$ cat src/rtl/tx_pkg.sv
// Shared TX/RX constants: carrier sine table, per-sequence LFSR seeds, LFSR taps, FSM encoding.
// The RX correlator reference sequences are generated from the same SEED table.
package tx_pkg;

   localparam int SINE_LEN = 8;
   localparam int SEQ_NUM  = 16;

   localparam logic signed [15:0] SINE_LUT [SINE_LEN] = '{
      16'sd0, 16'sd23170, 16'sd32767, 16'sd23170,
      16'sd0, -16'sd23170, -16'sd32767, -16'sd23170
   };

   // Must stay nonzero: an all-zero LFSR never leaves zero.
   localparam logic [7:0] SEED [SEQ_NUM] = '{
      8'h01, 8'h5A, 8'hA3, 8'h3C, 8'hC5, 8'h7E, 8'hE1, 8'h12,
      8'h9B, 8'h24, 8'hB6, 8'h48, 8'hD9, 8'h6D, 8'hF0, 8'h8F
   };

   // x^8+x^6+x^5+x^4+1 as feedback from bits 7,5,4,3
   localparam logic [7:0] LFSR_TAPS = 8'hB8;

   localparam logic [1:0] ST_IDLE_ENC = 2'd0;
   localparam logic [1:0] ST_LOAD_ENC = 2'd1;
   localparam logic [1:0] ST_RUN_ENC  = 2'd2;
   localparam logic [1:0] ST_DONE_ENC = 2'd3;

   typedef enum logic [1:0] {
      ST_IDLE = ST_IDLE_ENC,
      ST_LOAD = ST_LOAD_ENC,
      ST_RUN  = ST_RUN_ENC,
      ST_DONE = ST_DONE_ENC
   } tx_state_t;

   function automatic logic [7:0] lfsr_next(input logic [7:0] cur);
      return {cur[6:0], ^(cur & LFSR_TAPS)};
   endfunction

endpackage

$ cat src/rtl/tx_lfsr.sv
// 8-bit Fibonacci chip generator; load wins over step, both gated by en. Output is bit 0.
// Single-cycle update, no backpressure.
module tx_lfsr
   import tx_pkg::*;
(
   input  logic       clk,
   input  logic       rst_n,
   input  logic       en,
   input  logic       load,
   input  logic [7:0] seed,
   input  logic       step,
   output logic       chip
);

   logic [7:0] lfsr_q;

   always_ff @(posedge clk or negedge rst_n) begin
      if (!rst_n) begin
         lfsr_q <= '0;
      end else if (en) begin
         if (load) begin
            lfsr_q <= seed;
         end else if (step) begin
            lfsr_q <= lfsr_next(lfsr_q);
         end
      end
   end

   assign chip = lfsr_q[0];

endmodule

$ cat src/rtl/tx_sequence_modulator.sv
// BPSK burst generator: one carrier sample per sample tick, sign set by the PN chip, framed by busy/done.
// Sample latency 1 cycle from tick; no backpressure -- the DAC path consumes every osample_valid pulse.
module tx_sequence_modulator
   import tx_pkg::*;
#(
   parameter int CHIP_COUNT      = 255,
   parameter int CYCLES_PER_CHIP = 2,
   parameter int CARRIER_LEN     = 8
) (
   input  logic               ctx_clk,
   input  logic               rtx_rst,
   input  logic               etx_en,
   input  logic               isample_tick,
   input  logic               istart,
   input  logic               istop,
   input  logic [3:0]         iseq_sel,
   input  logic [1:0]         iamp_shift,
   output logic signed [15:0] osample,
   output logic               osample_valid,
   output logic               obusy,
   output logic               odone
);

   localparam int PH_W   = $clog2(CARRIER_LEN);
   localparam int CYC_W  = (CYCLES_PER_CHIP > 1) ? $clog2(CYCLES_PER_CHIP) : 1;
   localparam int CHIP_W = $clog2(CHIP_COUNT);

   localparam logic [PH_W-1:0]   PH_MAX   = PH_W'(CARRIER_LEN - 1);
   localparam logic [CYC_W-1:0]  CYC_MAX  = CYC_W'(CYCLES_PER_CHIP - 1);
   localparam logic [CHIP_W-1:0] CHIP_MAX = CHIP_W'(CHIP_COUNT - 1);

   tx_state_t state, state_nxt;

   logic [3:0]        seq_q;
   logic [1:0]        shift_q;
   logic [PH_W-1:0]   phase;
   logic [CYC_W-1:0]  cyc;
   logic [CHIP_W-1:0] chip;
   logic              chip_bit;

   logic              tick_adv;
   logic              phase_wrap;
   logic              chip_wrap;
   logic              burst_end;
   logic              lfsr_load;

   logic signed [15:0] lut_val;
   logic signed [15:0] sample_sgn;
   logic signed [15:0] sample_out;

   // istop outranks every tick, so a stopping cycle never advances the burst.
   assign tick_adv   = etx_en && !istop && (state == ST_RUN) && isample_tick;
   assign phase_wrap = (phase == PH_MAX);
   assign chip_wrap  = phase_wrap && (cyc == CYC_MAX);
   assign burst_end  = tick_adv && chip_wrap && (chip == CHIP_MAX);
   assign lfsr_load  = etx_en && !istop && (state == ST_LOAD);

   assign lut_val    = SINE_LUT[phase];
   assign sample_sgn = chip_bit ? lut_val : -lut_val;
   assign sample_out = sample_sgn >>> shift_q;

   tx_lfsr u_lfsr (
      .clk   (ctx_clk),
      .rst_n (rtx_rst),
      .en    (etx_en),
      .load  (lfsr_load),
      .seed  (SEED[seq_q]),
      .step  (tick_adv && chip_wrap),
      .chip  (chip_bit)
   );

   always_ff @(posedge ctx_clk or negedge rtx_rst) begin
      if (!rtx_rst) begin
         state <= ST_IDLE;
      end else begin
         state <= state_nxt;
      end
   end

   always_comb begin
      state_nxt = state;
      if (istop) begin
         state_nxt = ST_IDLE;
      end else if (etx_en) begin
         case (state)
            ST_IDLE: if (istart) state_nxt = ST_LOAD;
            ST_LOAD: state_nxt = ST_RUN;
            ST_RUN:  if (burst_end) state_nxt = ST_DONE;
            ST_DONE: state_nxt = ST_IDLE;
            default: state_nxt = ST_IDLE;
         endcase
      end
   end

   always_ff @(posedge ctx_clk or negedge rtx_rst) begin
      if (!rtx_rst) begin
         seq_q   <= '0;
         shift_q <= '0;
         phase   <= '0;
         cyc     <= '0;
         chip    <= '0;
      end else if (etx_en && !istop) begin
         if (state == ST_IDLE && istart) begin
            seq_q   <= iseq_sel;
            shift_q <= iamp_shift;
         end
         if (state == ST_LOAD) begin
            phase <= '0;
            cyc   <= '0;
            chip  <= '0;
         end else if (tick_adv) begin
            if (phase_wrap) begin
               phase <= '0;
               if (cyc == CYC_MAX) begin
                  cyc  <= '0;
                  chip <= chip + 1'b1;
               end else begin
                  cyc <= cyc + 1'b1;
               end
            end else begin
               phase <= phase + 1'b1;
            end
         end
      end
   end

   // Outputs are registered from the next state so busy rises the cycle after start
   // and falls together with the done pulse.
   always_ff @(posedge ctx_clk or negedge rtx_rst) begin
      if (!rtx_rst) begin
         osample       <= '0;
         osample_valid <= 1'b0;
         obusy         <= 1'b0;
         odone         <= 1'b0;
      end else if (istop) begin
         osample       <= '0;
         osample_valid <= 1'b0;
         obusy         <= 1'b0;
         odone         <= 1'b0;
      end else if (!etx_en) begin
         osample_valid <= 1'b0;
         odone         <= 1'b0;
      end else begin
         obusy         <= (state_nxt != ST_IDLE);
         odone         <= (state == ST_DONE);
         osample_valid <= tick_adv;
         if (tick_adv) begin
            osample <= sample_out;
         end else if (state != ST_RUN) begin
            osample <= '0;
         end
      end
   end

endmodule

$ cat config.mk
export PLATFORM = sky130hd
export DESIGN_NAME = tx_sequence_modulator
export DESIGN_NICKNAME = d
export VERILOG_FILES = /design/src/rtl/tx_pkg.sv /design/src/rtl/tx_lfsr.sv /design/src/rtl/tx_sequence_modulator.sv
export SDC_FILE = /design/constraint.sdc
export NUM_CORES = 1
export LEC_CHECK = 0
export BUFFER_PORTS_ARGS = -buffer_cell sky130_fd_sc_hd__buf_4
export CORE_MARGIN = 3
export CORE_UTILIZATION = 61
export CTS_BUF_LIST = sky130_fd_sc_hd__clkbuf_8
export DETAILED_ROUTE_END_ITERATION = 12
export GPL_TIMING_DRIVEN = 0
export HOLD_SLACK_MARGIN = 0.02
export PLACE_DENSITY = 0.82
export SLEW_MARGIN = 25
export SYNTH_ARGS = -nofsm -noshare
export SYNTH_HDL_FRONTEND = slang
export SYNTH_SLANG_ARGS = --single-unit
export TNS_END_PERCENT = 5
$ cat constraint.sdc
create_clock -name ctx_clk -period 3.6 [get_ports ctx_clk]
set_input_delay 0 -clock ctx_clk [delete_from_list [all_inputs] [get_ports ctx_clk]]
set_output_delay 0 -clock ctx_clk [all_outputs]
set_load 0.005 [all_outputs]
After elaboration in Yosys (flattened, before gate mapping)
Memories as Yosys holds them, arrays and structs flattened. Cells that the tools add are included.

Bits in registers: 47. ROM bits: 256. Output and inout bits: 19. Word-level logic and storage cells: 85. Memories kept: 2.

Add/sub/neg operators: 4. $lt $le $gt $ge: 2. Eq/ne operators: 6. Shift-type cells: 1. Multiplexer cells: 33. Bitwise logic cells: 2. Reduce and logical (&&, ||, !) cells: 24.

Memories: (no name shown) (depth 16, width 8, rd ports 1, clocked after memory_dff 0, wr ports 0, RTL line tx_sequence_modulator.sv:67) `.seed (SEED[seq_q]),`; (no name shown) (depth 8, width 16, rd ports 1, clocked after memory_dff 0, wr ports 0, RTL line tx_sequence_modulator.sv:58) `assign lut_val = SINE_LUT[phase];`.

Operators with widths (number): $mux 16 (7); $mux 8 (8); $neg 16->16 (1); $sshr 16x2->16 (1); $reduce_bool 2->1 (6); $mux 1 (10); $mux 3 (3); $add 8x1->8 const B (1); $eq 8x8->1 const B (1); $logic_and 1x1->1 (8); $mux 2 (4); $pmux 2 s4 (1); $reduce_and 2->1 (4); $reduce_xor 8->1 (1); $ge 5x5->1 const B (1); $not 4->5 (1); $eq 2x2->1 const B (2); $ge 4x4->1 const B (1); $not 3->4 (1); $reduce_and 4->1 (1); $add 3x1->3 const B (1); $eq 3x3->1 const B (1); $reduce_and 3->1 (1); $reduce_bool 3->1 (1); 5 further kinds (5).

Depth between registers and ports, before layout
Depth in word-level cells: 13. Gate-level depth with buffers: 12.

By module
Synthesis repeated with hierarchy kept, for this count alone.

Cells, all modules: 357. Area, all modules: 3218.1 um2.

By module, submodules not included: tx_sequence_modulator (times used 1, cells an instance 319, area an instance 2796.4 um2, sequential area each 975.9 um2); tx_lfsr (times used 1, cells an instance 38, area an instance 421.7 um2, sequential area each 200.2 um2).

Least setup slack after synthesis
Ideal clock, no wire load.

Kind: register -> register. From: register phase[0]. To: register osample[14]. Library setup time: 0.122 ns. Arrival time: 2.529 ns. Required time: 3.478 ns. Path slack: 0.949 ns. Stages on the path, launching flop included: 12. Buffers on the path: 1. Period minus slack after synthesis: 2.651 ns. Cell sequence: dfrtp_1 -> buf_2 -> inv_1 -> ha_1 -> nor4b_1 -> or2_2 -> ha_1 -> nor2b_1 -> o32ai_1 -> a21oi_1 -> or2_2 -> a32o_1.

Word-level cells in the longest chain between the ends: 10.

Ends and longest elaborated chain: start, declared (RTL line tx_sequence_modulator.sv:36) `logic [PH_W-1:0] phase;`; start signal, assigned (RTL line tx_sequence_modulator.sv:121) `phase <= phase + 1'b1;`; $not 3->4 (implied by the code) * (RTL line tx_sequence_modulator.sv:58); $mem_v2 8x16 *; $mux 16 (implied by the code) * (2 in a row) (RTL line tx_sequence_modulator.sv:58); $neg 16->16 (RTL line tx_sequence_modulator.sv:59) `assign sample_sgn = chip_bit ? lut_val : -lut_val;`; $mux 16 * (RTL line tx_sequence_modulator.sv:59); $sshr 16x2->16 * (RTL line tx_sequence_modulator.sv:60) `assign sample_out = sample_sgn >>> shift_q;`; $mux 16 * (RTL line tx_sequence_modulator.sv:147) `if (tick_adv) begin`; $mux 16 * (RTL line tx_sequence_modulator.sv:140) `end else if (!etx_en) begin`; $mux 16 * (RTL line tx_sequence_modulator.sv:135) `end else if (istop) begin`; end signal, assigned (RTL line tx_sequence_modulator.sv:148) `osample <= sample_out;`; end, declared (RTL line tx_sequence_modulator.sv:18) `output logic signed [15:0] osample,`.

Mark *: on every way between the ends. The rest lies on a longest branch, timed or not. The select of a mux whose other input is x is not followed. A chain may end at the register's enable or synchronous reset.

Worst setup path in the final report
From: register phase[0]. To: register osample[11].

The elaborated chain is that of the path after synthesis.

==> qor.log <==
qor: run_status.outcome completed
qor: place.placed_cells 436
qor: clock_network.cts_made_buffers 5
qor: worst_setup_path.total_stage_count_of_the_critical_path 11
qor: worst_setup_path.timing.critical_path.arrival 3.36 ns
qor: finish.num-fill-cells 383
qor: detailed_routing.postRouteAntennaNets 0
qor: clock_network.clock_tree_from_tritoncts done
qor: timing.setup_total_negative_slack 0 ns
qor: power.cellLeakagePower 0.00162 uW
qor: worst_setup_path.critical_path.endpoint osample[11]
qor: worst_setup_path.worst_setup_path_end_kind flip-flop
qor: detailed_routing.dr.first_iter.drc_count 197
qor: finish.layout.area.seq 1180 sq um
qor: logic_synthesis.mappedNetlistNets 373
qor: timing.timing_max_transition_violations_final 0
qor: grt.grt_start_max_net_pins 48
qor: worst_setup_path.cp-start-kind flip-flop
qor: place.detailed_place_hpwl 5680 microns
qor: grt.grt_pass1_vias 2729
qor: place.place.port_buffers 29
qor: power.power_density 538 nW/um^2
qor: timing.fin_hold_ws 0.0300 ns
qor: clock_network.cts_hold_buf 8
qor: worst_setup_path.worstPathMaxFanout 9
qor: floorplanning.die_width 77.4 microns
qor: hold_path.hold_path_class input pin to flip-flop
qor: logic_synthesis.ys_types 59
qor: worst_setup_path.critical-path-top-delay-family compound AO/OA/AOI/OAI gates
qor: worst_setup_path.critical_path_buf_inv_count 4
qor: detailed_routing.vias 2831
qor: floorplanning.initial_utilization 0.645
qor: timing.fin_skew 0.00981 ns
qor: floorplanning.fp-row-count 25
qor: logic_synthesis.yosys_register_bits 47
qor: logic_synthesis.synthTopCellsByArea dfrtp_1, ha_1, nor2_1
qor: job.timing.max_cap.violations 0
qor: grt.grt_antenna_before_repair 0
qor: worst_setup_path.crit_chain buf_2 -> inv_1 -> ha_1 -> mux2_4 -> inv_2 -> ha_1 -> inv_1 -> o21a_1 -> o31ai_1 -> a21oi_1 -> a32o_1
qor: grt.gr-total-overflow 0
qor: timing.rsz0062_at_grt no
qor: detailed_routing.wirelength 7880 microns
qor: timing.fmax_achieved 0.317 GHz
qor: place.routabilityCongestion 0.962
qor: logic_synthesis.fraction_of_synthesis_flops_using_an_asynchronous_set_or_reset_pin 1.00
qor: clock_network.clock_latency_of_the_later_clocked_register_in_the_worst_skew_pair 0.31 ns
qor: timing.min_period 3.16 ns
qor: worst_setup_path.crit_start phase[0]
qor: clock_network.ctsResizeCount 0
qor: floorplanning.die_height 77.4 microns
qor: worst_setup_path.max_stage_delay 0.73 ns
qor: timing.worst_slew_margin_rel 0.393
qor: floorplanning.floorplan.core_area 4820 sq um
qor: grt.wire_length_of_the_first_global_routing_pass 13200 microns
qor: clock_network.clk_path_buf_depth 2
qor: worst_setup_path.r2r_end osample[11]
qor: logic_synthesis.synth_top_cell_area_share 0.379
qor: clock_network.numClockSinks 47
qor: timing.period_share 0.877
qor: detailed_routing.firstDrtPassIters 5
qor: timing.setup_viol_count_final 0
qor: floorplanning.design.portCount 31
qor: logic_synthesis.edff_count_synth 0
qor: clock_network.cts.repair_timing.setup_buffer_count 0
qor: logic_synthesis.avgSynthCellArea 9.13 sq um
qor: detailed_routing.detail_route.drc_violations 0
qor: floorplanning.floorplan.die_area 5980 sq um
qor: timing.timing_worst_slew_pin_value 0.903 ns
qor: worst_setup_path.worst-r2r-cell-count 11
qor: worst_setup_path.reg2reg_launch_point phase[0]
qor: worst_setup_path.r2r_slack 0.44 ns
qor: worst_setup_path.slowest_stage o31ai_1
qor: power.power.ir.vdd_worst 0.305 mV
qor: finish.final_net_count 417
qor: clock_network.clkTransAtPathRegs 0.10 ns
qor: logic_synthesis.synth_cells 340
qor: logic_synthesis.netlist_area 3110 sq um
qor: grt.global_routing_usage_summed_across_all_routing_layers 0.275
qor: detailed_routing.detail_route.vias_per_cell 6.26
qor: logic_synthesis.synth_ff_type dfrtp_1
qor: clock_network.ctsRootBufferMaster clkbuf_8
qor: logic_synthesis.synthDominantAreaCellType dfrtp_1
qor: clock_network.htree_levels 2
qor: finish.multi_input_area 1780 sq um
qor: finish.layout-drive-gt1-share 0.156
qor: place.pre_cts_slack 0.514 ns
qor: worst_setup_path.crit_required 3.80 ns
qor: timing.hold_violations 0
qor: logic_synthesis.synth.yosys.seq_area_share 0.379
qor: finish.antenna_cells 0
qor: worst_setup_path.worst-setup-path-type flip-flop to flip-flop
qor: finish.fin_cells 452
qor: finish.area.growth.synth_to_final 16.8%
qor: timing.worst_slack 0.444 ns
qor: logic_synthesis.synth_warnings 0
qor: detailed_routing.routed_wire_length_per_instance 17.4 microns
qor: power.totalPowerFinal 1950 uW
-- cell families after synthesis --
| group | after synthesis | share of synthesized area |
|---|---|---|
| simple gates | 106 | 0.168 |
| compound gates | 104 | 0.233 |
| flops | 47 | 0.379 |
| buf+inv | 35 | 0.0475 |
| fa+ha+maj | 21 | 0.0846 |
| mux | 18 | 0.0629 |
| xor+xnor | 9 | 0.0254 |
-- sequential cells by signal, summed over array words and instances (netlist names) --
register       flops
state              2
shift_q            2
cyc                1
obusy              1
u_lfsr.lfsr_q      8
osample           16
chip               8
odone              1
osample_valid      1
seq_q              4
phase              3
-- synthesized netlist by cell type, types with 2 or more instances --
cell type and number:
a2111oi_0 2, a211o_1 4, a211oi_1 8, a21oi_1 21
a221o_1 3, a22o_1 7, a22oi_1 2, a31oi_1 3
a32o_1 3, and3_1 2, buf_2 4, clkbuf_1 14
dfrtp_1 47, ha_1 21, inv_1 12, mux2_2 8
mux2i_1 9, nand2_1 29, nand2b_1 3, nand3_1 8
nand4_1 3, nor2_1 32, nor2b_1 7, nor3_1 8
nor3b_1 2, o211ai_1 7, o21a_1 2, o21ai_0 22
o22ai_1 2, o311ai_0 2, o31ai_1 4, o32ai_1 2
or2_2 3, or3_1 2, xnor2_1 5, xor2_1 4
-- layout by cell type (no fill, tap or decap), types with 3 or more instances in the layout --
master | synthesis | routed
dfrtp_1 | 47 | 47
nor2_1 | 32 | 32
buf_4 | 1 | 30
nand2_1 | 29 | 29
o21ai_0 | 22 | 22
a21oi_1 | 21 | 21
ha_1 | 21 | 21
clkbuf_1 | 14 | 14
inv_1 | 12 | 12
mux2i_1 | 9 | 9
nand3_1 | 8 | 8
nor3_1 | 8 | 8
a211oi_1 | 8 | 8
mux2_2 | 8 | 8
dlygate4sd3_1 | 0 | 8
nor2b_1 | 7 | 7
a22o_1 | 7 | 7
o211ai_1 | 7 | 7
xnor2_1 | 5 | 5
clkbuf_8 | 0 | 5
buf_2 | 4 | 4
o31ai_1 | 4 | 4
a211o_1 | 4 | 4
xor2_1 | 4 | 4
nand4_1 | 3 | 3
nand2b_1 | 3 | 3
or2_2 | 3 | 3
a32o_1 | 3 | 3
a221o_1 | 3 | 3
a31oi_1 | 3 | 3
-- final cells by class --
cell class,instances,area share
buffer,21,0.0262
clock buffer,5,0.0190
clock inverter,3,0.0197
inverter,14,0.0145
multi-input combinational,258,0.491
sequential,47,0.324
tap,67,0.0231
timing repair buffer,37,0.0821
-- metrics by stage --
step | util | instance area [sq um]
after detailed placement | 0.707 | 3410
after floorplan | - | 3110
final | 0.753 | 3630
after global routing | 0.753 | 3630
after CTS | 0.753 | 3630
after global placement | 0.707 | 3410
-- worst min path at each step --
stage / slack (ns) / depth (start not counted) / to / startpoint
4_1_cts: 0.03 / 2 / obusy / etx_en
3_5_place_dp: 0.05 / 1 / chip[4] / rtx_rst
5_1_grt: 0.05 / 2 / obusy / etx_en
2_1_floorplan: -0.30 / 0 / chip[0] / rtx_rst
3_3_place_gp: 0.05 / 1 / chip[5] / rtx_rst
6_report: 0.03 / 2 / obusy / etx_en
-- routing by layer --
metal,track usage,up-vias,share of wire
met4,0.0765,0,0.018
met2,0.423,108,0.44
met3,0.0487,17,0.069
met1,0.399,1375,0.47
met5,0,-,0
li1,-,1331,-
-- report_power, final --
group	leakage, uW	internal, uW	switching, uW
clock	0.0000703	282	199
sequential	0.000622	605	84.1
combinational	0.000928	296	487
total	0.00162	1180	770
Note: power is estimated with default switching activity, not from simulation.
